File: src/rtl/cu_ls_seq.sv
// LEGv8 load/store control unit: multi-beat memory sequencing with
// load write-back cycle and per-beat wait timeout.
module cu_ls_seq #(
  parameter int CUL       = 36,
  parameter int MEM_BYTES = 8,
  parameter int WAIT_MAX  = 15
) (
  input  logic         clk,
  input  logic         rst_n,
  input  logic         start,
  input  logic [31:0]  IR,
  input  logic [3:0]   status,
  input  logic         mem_ready,
  output logic [3:0]   NS,
  output logic [2:0]   k_mux,
  output logic [CUL:0] controlWord,
  output logic [2:0]   beat,
  output logic         busy,
  output logic         done,
  output logic         fault
);

  localparam logic [10:0] OP_STUR  = 11'b11111000000;
  localparam logic [10:0] OP_LDUR  = 11'b11111000010;
  localparam logic [10:0] OP_STURH = 11'b01111000000;
  localparam logic [10:0] OP_LDURH = 11'b01111000010;
  localparam logic [10:0] OP_STURB = 11'b00111000000;
  localparam logic [10:0] OP_LDURB = 11'b00111000010;

  function automatic logic [1:0] sz_enc(input int b);
    case (b)
      8:       return 2'b11;
      4:       return 2'b10;
      2:       return 2'b01;
      default: return 2'b00;
    endcase
  endfunction

  localparam int N8 = (MEM_BYTES < 8) ? 8 / MEM_BYTES : 1;
  localparam int N2 = (MEM_BYTES < 2) ? 2 : 1;
  localparam logic [2:0] L8 = 3'(N8 - 1);
  localparam logic [2:0] L2 = 3'(N2 - 1);
  localparam logic [1:0] SZ8 = sz_enc((MEM_BYTES < 8) ? MEM_BYTES : 8);
  localparam logic [1:0] SZ2 = sz_enc((MEM_BYTES < 2) ? MEM_BYTES : 2);
  localparam logic [7:0] WLAST = 8'(WAIT_MAX - 1);

  typedef struct packed {
    logic       ok;
    logic       ld;
    logic [2:0] last;
    logic [1:0] sz;
  } dec_t;

  function automatic dec_t decode(input logic [10:0] op);
    dec_t d;
    d = '0;
    unique case (1'b1)
      op == OP_STUR:  d = {1'b1, 1'b0, L8, SZ8};
      op == OP_LDUR:  d = {1'b1, 1'b1, L8, SZ8};
      op == OP_STURH: d = {1'b1, 1'b0, L2, SZ2};
      op == OP_LDURH: d = {1'b1, 1'b1, L2, SZ2};
      op == OP_STURB: d = {1'b1, 1'b0, 3'd0, 2'b00};
      op == OP_LDURB: d = {1'b1, 1'b1, 3'd0, 2'b00};
      default:        d = '0;
    endcase
    return d;
  endfunction

  typedef enum logic [2:0] {
    S_IDLE, S_ACCESS, S_WB, S_DONE, S_FAULT
  } state_t;

  state_t      state, state_nx;
  logic [31:0] ir_q, ir_nx;
  logic [2:0]  beat_q, beat_nx;
  logic [7:0]  wait_q, wait_nx;
  dec_t        dec_in, dec_q;

  assign dec_in = decode(IR[31:21]);
  assign dec_q  = decode(ir_q[31:21]);

  always_ff @(posedge clk or negedge rst_n) begin
    if (!rst_n) begin
      state  <= S_IDLE;
      ir_q   <= '0;
      beat_q <= '0;
      wait_q <= '0;
    end else begin
      state  <= state_nx;
      ir_q   <= ir_nx;
      beat_q <= beat_nx;
      wait_q <= wait_nx;
    end
  end

  always_comb begin
    state_nx = state;
    ir_nx    = ir_q;
    beat_nx  = beat_q;
    wait_nx  = wait_q;
    unique case (state)
      S_IDLE: begin
        beat_nx = '0;
        wait_nx = '0;
        if (start && dec_in.ok) begin
          ir_nx    = IR;
          state_nx = S_ACCESS;
        end
      end
      S_ACCESS: begin
        if (mem_ready) begin
          wait_nx = '0;
          if (beat_q != dec_q.last) begin
            beat_nx = beat_q + 3'd1;
          end else begin
            state_nx = dec_q.ld ? S_WB : S_DONE;
          end
        end else begin
          wait_nx = wait_q + 8'd1;
          if (wait_q == WLAST) state_nx = S_FAULT;
        end
      end
      S_WB: state_nx = S_DONE;
      S_DONE, S_FAULT: begin
        state_nx = S_IDLE;
        beat_nx  = '0;
        wait_nx  = '0;
      end
      default: state_nx = S_IDLE;
    endcase
  end

  logic [4:0] fs, sa, sb, da;
  logic       w_reg, b_sel, mwe;
  logic [1:0] mem_cs, size, dts, pc_fs;
  logic [35:0] cw;

  always_comb begin
    fs     = '0;
    sa     = '0;
    sb     = '0;
    da     = '0;
    w_reg  = 1'b0;
    b_sel  = 1'b0;
    mwe    = 1'b0;
    mem_cs = 2'b00;
    size   = 2'b00;
    dts    = 2'b00;
    pc_fs  = 2'b00;
    NS     = 4'b0000;
    k_mux  = 3'b000;
    busy   = 1'b0;
    if (state != S_IDLE) begin
      busy  = 1'b1;
      k_mux = 3'b001;
      NS    = 4'b0100;
      fs    = 5'b01000;
      sa    = ir_q[9:5];
      sb    = ir_q[4:0];
      da    = ir_q[4:0];
      b_sel = 1'b1;
      size  = dec_q.sz;
    end
    unique case (state)
      S_ACCESS: begin
        mem_cs = 2'b01;
        mwe    = ~dec_q.ld;
        dts    = dec_q.ld ? 2'b11 : 2'b01;
      end
      S_WB: begin
        mem_cs = 2'b01;
        w_reg  = 1'b1;
        dts    = 2'b11;
      end
      S_DONE: begin
        NS    = 4'b0000;
        pc_fs = 2'b01;
      end
      S_FAULT: NS = 4'b0000;
      default: ;
    endcase
  end

  assign cw = {fs, sa, sb, da, w_reg, 1'b0, mem_cs, b_sel, mwe,
               1'b0, 1'b0, size, 1'b0, dts, 1'b0, pc_fs};
  assign controlWord = {{(CUL - 35){1'b0}}, cw};
  assign beat  = beat_q;
  assign done  = (state == S_DONE);
  assign fault = (state == S_FAULT);

  logic unused_ok;
  assign unused_ok = ^{status, ir_q[20:10]};

endmodule

File: config.mk
export PLATFORM = sky130hd
export DESIGN_NAME = cu_ls_seq
export DESIGN_NICKNAME = d
export VERILOG_FILES = /design/src/rtl/cu_ls_seq.sv
export SDC_FILE = /design/constraint.sdc
export NUM_CORES = 1
export LEC_CHECK = 0
export ABC_AREA = 1
export CORE_MARGIN = 2
export CORE_UTILIZATION = 39
export DETAILED_ROUTE_END_ITERATION = 7
export PLACE_DENSITY = 0.79
export SYNTH_ARGS = -nofsm -noshare
export SYNTH_HDL_FRONTEND = slang
export SYNTH_SLANG_ARGS = --single-unit
File: constraint.sdc
create_clock -name clk -period 1.73 [get_ports clk]
set_clock_uncertainty 0.2 [all_clocks]
set_input_delay 0.4325 -clock clk [delete_from_list [all_inputs] [get_ports clk]]
set_output_delay 0.4325 -clock clk [all_outputs]
set_load 0.01 [all_outputs]
==> impl_metrics.tcl <==
set metrics [dict create \
    run_status "complete, but fails checks" \
    violations "negative setup slack" \
    crit_path_end_kind "output port" \
    cts_buffer_depth 2 \
    setup_violations 52 \
    ys.flop_type "dfrtp_1" \
    critPathMaxFanout 5 \
    synth_top_family_by_area "simple AND/OR/NAND/NOR gates" \
    clock_latency_ns 0.28 \
    layout-drive-gt1-share 0.4000 \
    fp.coreArea_um2 5439 \
    io_pins 90 \
    grt_util_all_layers 0.1631 \
    fin_tns_setup_ns -13.43 \
    die-area_um2 6142 \
    synth_mux_area_frac 0 \
    avgSynthCellArea_um2 7.704 \
    ys_warn_count 0 \
    p_per_area_nw_per_um2 1119 \
    synth-compound-area-share 0.1038 \
    portBuffers 57 \
    synth_area_leaders "dfrtp_1 41%, inv_1 11%, buf_4 10%" \
    areaGrowthSynthToFinish_pct 57.19 \
    clkSlewWorstSetupHoldPaths_ns 0.07 \
    fin_ws_ns -0.3203 \
    grt_pass1_vias 1850 \
    pre_cts_ws_ns -0.4760 \
    drt_iter0_markers 77 \
    routabilityCongestion 0.8051 \
    seq_area_frac_synth 0.4060 \
    grt_pass1_wl_mm 7.962 \
    hold_viol_final 0 \
    ir_drop_mv 0.7435 \
    hpwlAfterDp_mm 3.062 \
    ant_nets 0 \
    synthAdderAreaFrac 0.02320 \
    synth_largest_area_cell "dfrtp_1" \
    async_flop_share 1.000 \
    dieHeight_um 78.37 \
    synth_simple_gate_area_frac 0.2343 \
    cts_made_buffers 5 \
    htree_levels 2 \
    grt_max_degree 36 \
    rows 27 \
    clock_sinks 35 \
    yosys.area_share.xor_xnor 0.004060 \
    start_util 0.3966 \
    synth_edf_count 0 \
    cp.arrival_ns 1.42 \
    drv_slew 0 \
    grt_antenna_before_repair 0 \
    via_count 1937 \
    vias_per_cell 4.285 \
    fin_area_um2 3391 \
    drv_cap 0 \
    fin_nets 423 \
    hold_class "reg2reg" \
    nFillCells 443 \
    cts_tree "yes" \
    placedInstanceArea_um2 2809 \
    rsz0062_at_grt "yes" \
    antenna_cells 0 \
    p_total_mw 3.796 \
    period_minus_slack_ns 2.050 \
    root_buffer "clkbuf_8" \
    cts_hold_buffers 0 \
    dr.pass1.iters 4 \
    routedWlPerCell_um 10.66 \
    ys_types 24 \
    wl_mm 4.820 \
    cp.required_ns 1.10 \
    synth_top_area_frac 0.4060 \
    fp.dieW_um 78.37 \
    max_freq_ghz 0.4877 \
    crit_type "reg2out" \
    critPathLaunchType "flop" \
    drc 0 \
    p_leak_nw 1.770 \
    synth-seq-cells 35 \
    syn_inst 280 \
    holdWs_ns 0.2734 \
    synthTopCellsByCount "61 x inv_1, 49 x nand2_1, 35 x dfrtp_1" \
    netlist_area_um2 2157 \
    fin_crit_sh 1.185 \
    yosysMostFrequentCell "inv_1" \
    grt-ovfl-total 0 \
]
[flip-flops by register name (all words and copies together) (netlist names)]
name,count
wait_q,8
beat,3
state,3
ir_q,21
[per-stage QoR]
step	cells	util
4_1_cts	444	0.5763
3_3_place_gp	412	0.5164
2_1_floorplan	296	-
6_report	452	0.6234
3_5_place_dp	412	0.5164
5_1_grt	452	0.6234
[layout by cell type (no fill, tap or decap), drive strengths merged]
cell | netlist | layout
a21oi | 4 | 4
a31oi | 1 | 1
buf | 33 | 81
bufinv | 0 | 2
clkbuf | 0 | 6
clkdlybuf4s50 | 0 | 24
clkinvlp | 0 | 1
conb | 1 | 17
dfrtp | 35 | 35
dlygate4sd2 | 0 | 3
ha | 4 | 4
inv | 62 | 62
nand2 | 58 | 58
nand3 | 11 | 11
nand4 | 2 | 2
nor2 | 37 | 37
nor3 | 1 | 1
o21ai | 26 | 26
o22ai | 3 | 3
or2 | 1 | 1
xor2 | 1 | 1
[final timing paths]
check,startpoint,end,slack [ns],cells past startpoint
max,state[0],k_mux[0],-0.32,7
min,ir_q[24],ir_q[24],0.27,2
max reg2reg,state[0],ir_q[9],-0.29,12
min reg2reg,ir_q[24],ir_q[24],0.27,2
max in group asynchronous,rst_n,state[0],0.82,2
min in group asynchronous,rst_n,state[1],0.32,2
[layout make-up]
type | instances | area, µm² | area share
repair buffers | 109 | 1066 | 0.3144
multi-input cells | 166 | 983.4 | 0.2900
flip-flops and latches | 35 | 877.1 | 0.2587
inverters | 62 | 237.7 | 0.07011
well taps | 72 | 90.09 | 0.02657
clock buffers | 5 | 68.82 | 0.02030
clock inverters | 3 | 67.56 | 0.01993
[power by group]
part / leakage [nW] / internal, mW / switching [mW]
sequential: 0.468 / 0.874 / 0.0532
combinational: 1.24 / 1.07 / 0.932
clock: 0.0644 / 0.575 / 0.293
[per-layer routing]
metal	wire length, µm	GRT usage
met1	1987	0.1990
met2	2546	0.2922
met3	243	0.02644
met4	44	0.05439
met5	0	0
[timing repair]
item                                    CTS  global route
buffers inserted                         20             9
resized for setup                       148            50
pin swaps                                10             6
gates cloned                              4             1
endpoints found under the setup margin   41            60
[worst max-delay path: stages, from the launching register on]
cell,delay [ns]
dfrtp_2,0.44
nor2_4,0.10
inv_2,0.05
nor2_4,0.13
buf_12,0.13
buf_12,0.12
inv_4,0.05
buf_6,0.11
[cells by family after synthesis]
group,count (synthesis)
other,1
flip-flops,35
XOR/XNOR,1
adder cells (fa/ha/maj),4
AND/OR/NAND/NOR,110
buffers and inverters,95
AO/OA/AOI/OAI,34
No activity file was read; power rests on OpenSTA's default activity.
